==> src/rtl/tt_sweep_pkg.sv <==
// Shared types, sizes and the golden q_1 behaviour for the truth-table sweep controller.
package tt_sweep_pkg;

  localparam int NUM_VEC  = 8;
  localparam int RESULT_W = 16;

  typedef enum logic [1:0] {
    IDLE  = 2'd0,
    DRIVE = 2'd1,
    DONE  = 2'd2
  } state_e;

  // Reference q_1 behaviour indexed by {c,b,a}; c does not influence either output.
  function automatic logic golden_x(input logic [2:0] vec);
    return vec[0] | vec[1];
  endfunction

  function automatic logic golden_y(input logic [2:0] vec);
    return vec[0] | vec[1];
  endfunction

endpackage

==> src/rtl/tt_golden.sv <==
// Combinational golden model of q_1: maps the driven vector {c,b,a} to expected x,y.
module tt_golden
  import tt_sweep_pkg::*;
(
  input  logic [2:0] vec,
  output logic       x_exp,
  output logic       y_exp
);

  assign x_exp = golden_x(vec);
  assign y_exp = golden_y(vec);

endmodule

==> src/rtl/tt_sweep_ctrl.sv <==
// Sweeps all eight {c,b,a} vectors into q_1 and packs the sampled x/y into a truth-table word.
// Optional self-check against the golden model is enabled with TT_SWEEP_CHECK_EN.
module tt_sweep_ctrl
  import tt_sweep_pkg::*;
#(
  parameter int unsigned HOLD_CYCLES = 2
)
(
  input  logic                clk,
  input  logic                rst,
  input  logic                start,
  input  logic                abort,
  input  logic                x,
  input  logic                y,
  output logic                a,
  output logic                b,
  output logic                c,
  output logic                busy,
  output logic                done,
  output logic [RESULT_W-1:0] result,
  output logic [4:0]          ones
`ifdef TT_SWEEP_CHECK_EN
  ,
  output logic [3:0]          mismatch,
  output logic                err
`endif
);

  localparam logic [7:0] LAST_HOLD = 8'(HOLD_CYCLES - 1);
  localparam logic [2:0] LAST_IDX  = 3'(NUM_VEC - 1);

  state_e     state;
  logic [2:0] idx;
  logic [7:0] hold_cnt;
  logic [7:0] x_vec;
  logic [7:0] y_vec;
  logic       sample;
  logic       accept;

  // Abort outranks the sample that would otherwise land on the same edge.
  assign sample = (state == DRIVE) && !abort && (hold_cnt == LAST_HOLD);
  assign accept = (state == IDLE) && start;

  always_ff @(posedge clk or posedge rst) begin
    if (rst) begin
      state    <= IDLE;
      idx      <= 3'd0;
      hold_cnt <= 8'd0;
      x_vec    <= 8'd0;
      y_vec    <= 8'd0;
      ones     <= 5'd0;
    end else begin
      case (state)
        IDLE: begin
          if (start) begin
            state    <= DRIVE;
            idx      <= 3'd0;
            hold_cnt <= 8'd0;
            x_vec    <= 8'd0;
            y_vec    <= 8'd0;
            ones     <= 5'd0;
          end
        end
        DRIVE: begin
          if (abort) begin
            state    <= IDLE;
            idx      <= 3'd0;
            hold_cnt <= 8'd0;
          end else if (sample) begin
            x_vec[idx] <= x;
            y_vec[idx] <= y;
            ones       <= ones + {4'd0, x} + {4'd0, y};
            hold_cnt   <= 8'd0;
            if (idx == LAST_IDX) begin
              state <= DONE;
              idx   <= 3'd0;
            end else begin
              idx <= idx + 3'd1;
            end
          end else begin
            hold_cnt <= hold_cnt + 8'd1;
          end
        end
        DONE: begin
          state <= IDLE;
        end
        default: begin
          state <= IDLE;
        end
      endcase
    end
  end

  assign {c, b, a} = idx;
  assign busy      = (state == DRIVE);
  assign done      = (state == DONE);
  assign result    = {y_vec, x_vec};

`ifdef TT_SWEEP_CHECK_EN
  logic x_exp;
  logic y_exp;

  tt_golden u_golden (
    .vec   (idx),
    .x_exp (x_exp),
    .y_exp (y_exp)
  );

  // Counts vectors whose captured x or y disagrees with the golden model, saturating at 8.
  always_ff @(posedge clk or posedge rst) begin
    if (rst) begin
      mismatch <= 4'd0;
    end else if (accept) begin
      mismatch <= 4'd0;
    end else if (sample && ((x != x_exp) || (y != y_exp)) && (mismatch != 4'd8)) begin
      mismatch <= mismatch + 4'd1;
    end
  end

  assign err = (mismatch != 4'd0);
`else
  logic unused_accept;
  assign unused_accept = accept;
`endif

endmodule

==> config.mk <==
export PLATFORM = sky130hd
export DESIGN_NAME = tt_sweep_ctrl
export DESIGN_NICKNAME = d
export VERILOG_FILES = /design/src/rtl/tt_sweep_pkg.sv /design/src/rtl/tt_golden.sv /design/src/rtl/tt_sweep_ctrl.sv
export SDC_FILE = /design/constraint.sdc
export NUM_CORES = 1
export LEC_CHECK = 0
export CORE_ASPECT_RATIO = 0.6
export CORE_MARGIN = 2
export CORE_UTILIZATION = 30
export DETAILED_ROUTE_END_ITERATION = 6
export SLEW_MARGIN = 20
export SYNTH_ARGS = -nofsm -noshare
export SYNTH_HDL_FRONTEND = slang
export SYNTH_HIERARCHICAL = 1
export SYNTH_SLANG_ARGS = --single-unit
==> constraint.sdc <==
create_clock -name clk -period 1.95 [get_ports clk]
set_input_delay 0.195 -clock clk [delete_from_list [all_inputs] [get_ports clk]]
set_output_delay 0.195 -clock clk [all_outputs]
set_load 0.1 [all_outputs]
* Yosys cells after proc, flatten, opt, wreduce, memory -nomap -nowiden
Index checks and enable logic that the tools add are counted.
Storage, ports and cells: input bits 6, register bits 34
Cells by class: mux-type cells 28, equality and inequality tests 9, reduce and logical (&&, ||, !) cells 10, $add $sub $neg 4, order comparisons 2
Operators by type and width (number):
- $mux W8 | 7
- $pmux W8 S2 | 3
- $bwmux W8 | 2
- $mux W5 | 3
- $mux W3 | 4
- $add A5 B1 Y5 | 2
- $pmux W5 S2 | 1
- $add A8 B1 Y8 const B | 1
- $eq A8 B1 Y1 const B | 1
- $mux W2 | 4
- $ne A3 B2 Y1 const B | 2
- $pmux W3 S2 | 1
- $reduce_and A3 Y1 | 2
- $lt A3 B4 Y1 const B | 1
- $ne A2 B2 Y1 const B | 2
- $pmux W2 S2 | 1
- $reduce_and A4 Y1 | 1
- $add A3 B1 Y3 const B | 1
- $demux W1 S3 | 1
- $eq A3 B3 Y1 const B | 1
- $ge A3 B1 Y1 const B | 1
- $logic_and A1 B1 Y1 | 3
- $eq A2 B1 Y1 const B | 1
- $eq A2 B2 Y1 const B | 1
- 6 further kinds | 6

* Depth between registers and ports, before layout
Gate-level depths: netlist of run 1.
depth in word-level cells 8, gate-level depth with buffers 7, mapped depth without buffers 6

* Least setup slack after synthesis of run 1
Ideal clock, no wire load.
kind register to register, start register state[1], end register ones[2], clock period less this slack 2378 ps, cell stages (with the launch flop) 4, setup slack -428 ps, data required time 1862 ps, arrival time 2291 ps, buffers on the path 0, setup time 88 ps, path through dfrtp_1 -> nor2b_1 -> a22oi_1 -> mux2i_1
Between the ends: longest elaborated chain between the ends 5
Ends and longest elaborated chain:
- start, declared | line tt_sweep_ctrl.sv:32 | state_e state;
- start signal, assigned | line tt_sweep_ctrl.sv:46 | state <= IDLE;
- start signal, assigned | line tt_sweep_ctrl.sv:56 | state <= DRIVE;
- start signal, assigned | line tt_sweep_ctrl.sv:66 | state <= IDLE;
- $eq A2 B1 Y1 (*)
- named net busy | line tt_sweep_ctrl.sv:18 | output logic busy,
- $logic_and A1 B1 Y1 (2 in series) | line tt_sweep_ctrl.sv:41 | assign sample = (state == DRIVE) && !abort && (hold_cnt == LAST_HOLD);
- $ne A2 B1 Y1 (no line)
- $reduce_and A4 Y1 (no line)
- end signal, assigned | line tt_sweep_ctrl.sv:72 | ones <= ones + {4'd0, x} + {4'd0, y};
- end, declared | line tt_sweep_ctrl.sv:21 | output logic [4:0] ones
Mark *: on every way through the listed nets, which the timed path passes. The rest lies on a longest branch. A chain may end at the register's enable or synchronous reset.

* Final worst setup path of run 1
start register hold_cnt[2], end register ones[4]
Between the ends: longest elaborated chain between the ends 4
Ends and longest elaborated chain:
- start, declared | line tt_sweep_ctrl.sv:34 | logic [7:0] hold_cnt;
- start signal, assigned | line tt_sweep_ctrl.sv:81 | hold_cnt <= hold_cnt + 8'd1;
- $eq A8 B1 Y1 | line tt_sweep_ctrl.sv:41
- $logic_and A1 B1 Y1 | line tt_sweep_ctrl.sv:41
- $ne A2 B1 Y1 (no line)
- $reduce_and A4 Y1 (no line)
No other way between the ends.

==> results of run 1 <==
-- worst paths after layout --
path	from	endpoint	slack, ps	cells after the start
worst min register to register	y_vec[6]$_DFFE_PP0P_	y_vec[6]$_DFFE_PP0P_	530	2
worst min-delay path	rst	hold_cnt[1]$_DFFE_PP0P_	310	3
max in group asynchronous	rst	ones[0]$_DFFE_PP0P_	1300	3
worst max register to register	hold_cnt[2]$_DFFE_PP0P_	ones[4]$_DFFE_PP0P_	100	5
min in group clk	y_vec[6]$_DFFE_PP0P_	y_vec[6]$_DFFE_PP0P_	530	2
worst max-delay path	hold_cnt[2]$_DFFE_PP0P_	ones[4]$_DFFE_PP0P_	100	5
-- flip-flops by register name (all words and copies together), names as in the netlist --
| signal | cells |
|---|---|
| hold_cnt | 8 |
| ones | 5 |
| state | 2 |
| idx | 3 |
| x_vec | 8 |
| y_vec | 8 |
-- routing by layer --
layer	part of all wire [%]	routed length (um)
met1	57	2360
met2	37	1500
met3	5.3	219
met4	0.56	23
met5	0	0
-- per-stage QoR --
stage	worst slack [ps]	utilization, %	power (W)	instance area [sq um]
after floorplan	72.5	-	0.000986	1760
after global placement	-22.3	39.9	0.00112	2240
after detailed placement	-30.7	39.9	0.00112	2240
after CTS	38.8	41.6	0.00166	2340
after global routing	-19.6	42.7	0.00174	2400
final	96.4	42.7	0.00166	2400
-- cell usage after synthesis, drive strengths merged, types with 3 or more instances --
library cell / count / area, sq um
or3: 3 / 18.8
a21oi: 6 / 30.0
mux2i: 17 / 170
inv: 11 / 41.3
nor3b: 3 / 27.5
nor2: 4 / 15.0
nand3: 8 / 40.0
dfrtp: 34 / 851
and4: 3 / 31.3
o21ai: 13 / 65.1
nor4: 4 / 55.1
ha: 5 / 62.6
nor3: 6 / 51.3
nand2: 32 / 120
clkbuf: 4 / 15.0
-- cells by family (layout without fill, tap and decap cells) --
family / after synthesis / count (layout) / share of synthesized area [%]
AO/OA/AOI/OAI: 26 / 26 / 8.41
XOR/XNOR: 2 / 2 / 0.998
adder cells (fa/ha/maj): 6 / 6 / 4.70
buffers and inverters: 17 / 68 / 3.78
flip-flops: 34 / 34 / 48.5
multiplexers: 17 / 17 / 9.69
AND/OR/NAND/NOR: 70 / 70 / 23.9
-- worst min-delay path: stages --
cell and delay (ps):
sky130_fd_sc_hd__clkdlybuf4s50_1 390, sky130_fd_sc_hd__inv_1 50, sky130_fd_sc_hd__buf_4 390
-- area by class of cell --
class | instances | area [sq um]
clock buffers | 8 | 90.1
well taps | 80 | 100
fillers | 572 | 3220
repair buffers | 49 | 423
flip-flops and latches | 34 | 855
multi-input cells | 121 | 890
inverters | 11 | 41.3
-- timing repair --
item	in CTS	in global routing
pin swaps	0	2
gates resized for setup	1	9
setup endpoints to repair	3	17
setup buffers	0	2
endpoints found under the hold margin	0	0
-- power by group --
part / internal [W] / switching (W)
registers: 0.000726 / 0.0000214
logic: 0.000134 / 0.000243
clock network: 0.000288 / 0.000250
==> tab_implementation.tex, run 1 <==
\begin{tabular}{lr}
\hline
Metric & Value \\
\hline
\multicolumn{2}{l}{\textbf{Placement}} \\
Estimated wirelength of the detail-placed design & 2.89 mm \\
IO buf count & 31 \\
Cells after DPL & 293 \\
Routability Congestion & 0.827 \\
\multicolumn{2}{l}{\textbf{STA}} \\
Setup-violating endpoint count in the final report & 0 \\
Total negative slack for setup checks & 0 ps \\
Post-route clock skew & 7.19 ps \\
Period Utilization, post-route & 95.1\% \\
Fin crit period & 1850 ps \\
Worst slew pin tran & 460 ps \\
Achievable frequency & 539 MHz \\
Worst slew margin relative to its limit & 69.2\% \\
Final hold slack & 308 ps \\
Final slew viol count & 0 \\
Number of hold violations in the final report & 0 \\
\multicolumn{2}{l}{\textbf{Route}} \\
Final routed wirelength across all metal layers & 4.10 mm \\
WL per Instance & 13.5 um \\
Iteration-0 DRC Markers & 92 \\
Routed vias/inst & 4.57 \\
Drt drc & 0 \\
Detailed-routing iteration count for the pre-antenna-repair pass & 4 \\
Number of nets still failing antenna checks after routing & 0 \\
Total number of vias & about 1,400 \\
\multicolumn{2}{l}{\textbf{Floorplanning}} \\
Placeable core area & 5620 sq um \\
Y dimension of the die & 63.3 um \\
Initial core utilization & 31.2\% \\
Die X & 103 um \\
Total Die Area & 6500 sq um \\
Io pins & 32 \\
Std-Cell Rows & 21 \\
\multicolumn{2}{l}{\textbf{Global route}} \\
Met3 Track Usage GR & 3.88\% \\
Maximum number of pins on one net before global-route repair & 35 \\
Via count of the first global-routing pass & 1,343 \\
First-pass GRT wire length & 6.79 mm \\
Total global-route track usage & 13.4\% \\
Total congestion overflow & 0 \\
Antenna violations before repair & 0 \\
Met2 usage in global routing & 17.3\% \\
Most crowded layer after global routing & met1 \\
Met1 GRT Util & roughly 22\% \\
\multicolumn{2}{l}{\textbf{Layout}} \\
\# diodes & 0 \\
Highest-count cells in the layout ignoring fill and taps & sky130\_fd\_sc\_hd\_\_buf\_4 (39), sky130\_fd\_sc\_hd\_\_nand2\_1 (32), sky130\_fd\_sc\_hd\_\_dfrtp\_1 (31) \\
Signed area change from the synthesized netlist to the final layout & 36.6\% \\
Ratio of cells with drive above 1 in the final layout & 30.9\% \\
Post-layout net count & approximately 230 \\
Most common library cell in the layout ignoring fill and taps & sky130\_fd\_sc\_hd\_\_buf\_4 \\
Final std cells w/o fill & $\sim$300 \\
\multicolumn{2}{l}{\textbf{Critical path}} \\
Cell family with most CP delay & simple AND/OR/NAND/NOR gates \\
Worst path slowest cell & sky130\_fd\_sc\_hd\_\_dfrtp\_1 \\
Critical path capture point type & flip-flop \\
Critical path data required time & 2150 ps \\
Maximum fanout along the worst path & 8 \\
Crit-path max cell delay & 470 ps \\
Worst Path Class, Setup & reg2reg \\
Kind of launch point of the worst setup path & flip-flop \\
Number of buffers and inverters on the critical path & 1 \\
List of cells traversed by the critical path & nor3\_1 > nand3\_4 > buf\_8 > or3\_1 > a21oi\_2 \\
Signal arrival time at the worst endpoint & a little over 2000 ps \\
\multicolumn{2}{l}{\textbf{Power and ir drop}} \\
Peak supply drop & 0.465 mV \\
Leakage & between 1 and 1.5 nW \\
Power density of the placed cells & slightly below 700 nW/um\^{}2 \\
\multicolumn{2}{l}{\textbf{Synthesis}} \\
Portion of the post-synthesis area used by sequential elements & between 40 and 50\% \\
Number of enable flip-flop cells after synthesis & 0 \\
Average cell area after synthesis & 10.2 sq um \\
Proportion of register bits with asynchronous set or reset after synthesis & 100\% \\
Netlist area before placement & 1760 sq um \\
Net count after synthesis & 184 \\
Total of flip-flops plus latches after synthesis & 34 \\
Post-synthesis cell type count & 35 \\
Yosys Warn Count & 6 \\
Most instantiated flip-flop cell in the synthesis netlist & sky130\_fd\_sc\_hd\_\_dfrtp\_1 \\
Cells after Synth & 172 \\
\multicolumn{2}{l}{\textbf{CTS}} \\
Latest clock arrival within the worst-skew pair & 280 ps \\
CTS tree & yes \\
Sinks on Clock Net & 34 \\
CTS Hold Buffers Added & 0 \\
Clock-pin slew reported for the worst setup and hold paths after clock tree synthesis & 70 ps \\
Number of buffers inserted during clock tree synthesis & 5 \\
Clock Path Buffers & 2 \\
Clock tree root driver cell & sky130\_fd\_sc\_hd\_\_clkbuf\_8 \\
\# H-tree levels & 2 \\
\multicolumn{2}{l}{\textbf{Status}} \\
Result of the run & finished, final reports clean \\
\multicolumn{2}{l}{\textbf{Min path}} \\
Hold WC Path Type & in2async \\
\multicolumn{2}{l}{\textbf{Job}} \\
Total of max-cap violations & 0 \\
\hline
\end{tabular}
Note: power is estimated with default switching activity, not from simulation.
==> run 2, diff against run 1 <==
Settings changed: CORE_ASPECT_RATIO 0.6 to 1.4, CTS_CLUSTER_DIAMETER set to 200.
==> run 2 against run 1 <==
  * Register-to-register slack hardly changed
  * Sequential share of layout area up 0.55 points
  * Sequential power about the same
  * Flip-flop and latch count is the same
  * Via count grew 0.94%
  * Critical endpoint unchanged
  * Highest routed layer unchanged
==> tab_implementation.tex, run 2 (synthesis gave the netlist of run 1 again) <==
\begin{tabular}{lr}
\hline
Metric & Value \\
\hline
\multicolumn{2}{l}{\textbf{Status}} \\
Result of the run & finished, final reports clean \\
\multicolumn{2}{l}{\textbf{STA}} \\
Period Utilization, post-route & 95.0\% \\
Worst slew margin relative to its limit & between 70\% and 80\% \\
Fin crit period & 1850 ps \\
Achievable frequency & roughly 540 MHz \\
Setup-violating endpoint count in the final report & 0 \\
Total negative slack for setup checks & 0 ps \\
Unrepaired setup endpoints after global routing & no \\
Final slew viol count & 0 \\
Worst slew pin tran & 440 ps \\
Number of hold violations in the final report & 0 \\
Post-route clock skew & between 5 and 6 ps \\
\multicolumn{2}{l}{\textbf{Floorplanning}} \\
Y dimension of the die & 94.5 um \\
Std-Cell Rows & 33 \\
Initial core utilization & 30.6\% \\
Die X & 68.7 um \\
Io pins & 32 \\
Placeable core area & 5740 sq um \\
Total Die Area & 6490 sq um \\
\multicolumn{2}{l}{\textbf{Critical path}} \\
Worst path slowest cell & sky130\_fd\_sc\_hd\_\_dfrtp\_1 \\
Slack of the worst reg-to-reg path & roughly 100 ps \\
Crit-path max cell delay & 380 ps \\
Maximum fanout along the worst path & 7 \\
Kind of launch point of the worst setup path & flip-flop \\
CP endpoint & ones[4]\$\_DFFE\_PP0P\_ \\
List of cells traversed by the critical path & inv\_1 > ha\_1 > nor4b\_1 > buf\_4 > nand3\_1 > buf\_4 > or3\_1 > a21oi\_1 \\
Crit Reg-Reg Endpoint & ones[4]\$\_DFFE\_PP0P\_ \\
Worst-case reg-to-reg path depth & 8 \\
Critical path capture point type & flip-flop \\
Critical path data required time & $\sim$2200 ps \\
Critical path origin & hold\_cnt[1]\$\_DFFE\_PP0P\_ \\
Worst Path Class, Setup & reg2reg \\
Startpoint of the most critical register-to-register path & hold\_cnt[1]\$\_DFFE\_PP0P\_ \\
Number of buffers and inverters on the critical path & 3 \\
Cell family with most CP delay & simple AND/OR/NAND/NOR gates \\
Crit path top cell by count & sky130\_fd\_sc\_hd\_\_buf\_4 \\
Number of gates on the worst path with buffers counted & 8 \\
Signal arrival time at the worst endpoint & 2060 ps \\
\multicolumn{2}{l}{\textbf{Route}} \\
Iteration-0 DRC Markers & 60 \\
Detailed-routing iteration count for the pre-antenna-repair pass & 4 \\
Drt drc & 0 \\
Total number of vias & approximately 1,400 \\
Number of nets still failing antenna checks after routing & 0 \\
Final routed wirelength across all metal layers & 3.97 mm \\
WL per Instance & between 10 and 15 um \\
Routed vias/inst & between 4 and 5 \\
\multicolumn{2}{l}{\textbf{CTS}} \\
Clock Path Buffers & 2 \\
Number of buffers inserted during clock tree synthesis & 5 \\
\# H-tree levels & 2 \\
Latest clock arrival within the worst-skew pair & 280 ps \\
Sinks on Clock Net & 34 \\
Clock-pin slew reported for the worst setup and hold paths after clock tree synthesis & approximately 70 ps \\
CTS Hold Buffers Added & 0 \\
Clock tree root driver cell & sky130\_fd\_sc\_hd\_\_clkbuf\_8 \\
CTS tree & yes \\
\multicolumn{2}{l}{\textbf{Global route}} \\
Total global-route track usage & between 10\% and 20\% \\
Antenna violations before repair & 0 \\
First-pass GRT wire length & 6.61 mm \\
Via count of the first global-routing pass & 1,362 \\
Maximum number of pins on one net before global-route repair & 35 \\
Total congestion overflow & 0 \\
\multicolumn{2}{l}{\textbf{Layout}} \\
Largest registers & hold\_cnt x8, x\_vec x8, y\_vec x8 \\
Highest-count cells in the layout ignoring fill and taps & sky130\_fd\_sc\_hd\_\_buf\_4 (40), sky130\_fd\_sc\_hd\_\_nand2\_1 (32), sky130\_fd\_sc\_hd\_\_dfrtp\_1 (31) \\
Ratio of cells with drive above 1 in the final layout & 29.4\% \\
Post-layout net count & around 230 \\
Final std cells w/o fill & between 200 and 300 \\
Cell area after layout & 2360 sq um \\
Most common library cell in the layout ignoring fill and taps & sky130\_fd\_sc\_hd\_\_buf\_4 \\
Signed area change from the synthesized netlist to the final layout & 34.6\% \\
\# diodes & 0 \\
\multicolumn{2}{l}{\textbf{Placement}} \\
Estimated wirelength of the detail-placed design & 2.98 mm \\
Instance area at placement & 2240 sq um \\
Routability Congestion & 0.762 \\
Cells after DPL & 284 \\
IO buf count & 31 \\
\multicolumn{2}{l}{\textbf{Power and ir drop}} \\
Share of power burned in the clock network & 37.6\% \\
Switching portion of total power & 28.9\% \\
Portion of total power attributed to sequential cells & 42.3\% \\
Leakage & 1.07 nW \\
Peak supply drop & between 0.2 and 0.3 mV \\
Power density of the placed cells & 747 nW/um\^{}2 \\
Comb power frac & 20.1\% \\
Net load switching power & 0.000510 W \\
Power Total & about 0.0018 W \\
Int Power & roughly 0.0013 W \\
\multicolumn{2}{l}{\textbf{Min path}} \\
Hold WC Path Type & in2async \\
\multicolumn{2}{l}{\textbf{Job}} \\
Total of max-cap violations & 0 \\
\hline
\end{tabular}
==> run 2: cell count changes in the layout (fill, tap and decap cells not counted) <==
cell,before,now
sky130_fd_sc_hd__clkbuf_1,2,0
sky130_fd_sc_hd__a21oi_1,5,6
sky130_fd_sc_hd__a21oi_2,1,0
sky130_fd_sc_hd__buf_4,39,40
sky130_fd_sc_hd__buf_8,1,0
sky130_fd_sc_hd__bufinv_16,0,1
sky130_fd_sc_hd__clkbuf_2,1,0
sky130_fd_sc_hd__ha_1,4,5
sky130_fd_sc_hd__ha_2,1,0
sky130_fd_sc_hd__nand3_1,7,8
sky130_fd_sc_hd__nand3_4,1,0
sky130_fd_sc_hd__nor4b_1,0,1
sky130_fd_sc_hd__nor4b_4,1,0
==> run 2: power groups by stage <==
stage	combinational [W]	clock, W	sequential [W]
final	0.000354	0.000664	0.000747
after CTS	0.000360	0.000676	0.000748
after floorplan	0.000149	0	0.000836
after global routing	0.000384	0.000704	0.000751
after global placement	0.000357	0	0.000761
after detailed placement	0.000358	0	0.000761
==> run 2: timing repair <==
item / CTS / global route
gates resized for setup: 0 / 2
buffers inserted: 0 / 0
setup endpoints to repair: 0 / 4
==> run 2: how the worst min path moves through the flow <==
stage	startpoint	end	cells past startpoint	slack, ps
floorplan	rst	hold_cnt[0]$_DFFE_PP0P_	1	340
global placement	x_vec[7]$_DFFE_PP0P_	x_vec[7]$_DFFE_PP0P_	2	510
detailed placement	x_vec[4]$_DFFE_PP0P_	x_vec[4]$_DFFE_PP0P_	2	520
CTS	rst	x_vec[2]$_DFFE_PP0P_	3	320
global route	rst	hold_cnt[6]$_DFFE_PP0P_	3	370
finish	rst	hold_cnt[1]$_DFFE_PP0P_	3	300
==> run 2: metrics by stage <==
step | utilization [%] | setup WS, ps | hold WS [ps]
after floorplan | - | 72.5 | 336
after global routing | 41.2 | 1.13 | 371
after detailed placement | 39.0 | 71.6 | 520
after global placement | 39.0 | 78.6 | 513
after CTS | 40.9 | 55.3 | 320
final | 41.2 | 98.0 | 305
==> run 2: final cells by class <==
| cell class | instances | area, sq um |
|---|---|---|
| Clock buffer | 6 | 82.6 |
| Clock inverter | 1 | 30.0 |
| Fill cell | 574 | 3380 |
| Inverter | 11 | 41.3 |
| Multi-Input combinational cell | 121 | 856 |
| Sequential cell | 34 | 855 |
| Tap cell | 70 | 87.6 |
| Timing Repair Buffer | 48 | 410 |
==> run 2: worst register-to-register path, stage by stage, from the launching register on <==
cell and delay [ps]:
sky130_fd_sc_hd__dfrtp_1 380, sky130_fd_sc_hd__inv_1 50, sky130_fd_sc_hd__ha_1 140, sky130_fd_sc_hd__nor4b_1 240, sky130_fd_sc_hd__buf_4 160, sky130_fd_sc_hd__nand3_1 130, sky130_fd_sc_hd__buf_4 210, sky130_fd_sc_hd__or3_1 340
sky130_fd_sc_hd__a21oi_1 140
==> run 2: per-layer routing <==
layer  share of wire, %  vias up  track usage (%)  wire, um
met5                  0        -                0         0
met4                2.0        0             6.00        78
met3                4.0        6             3.10       158
met2                 51       24             22.3      2030
met1                 43      670             17.1      1700
li1                   -      698                -         -
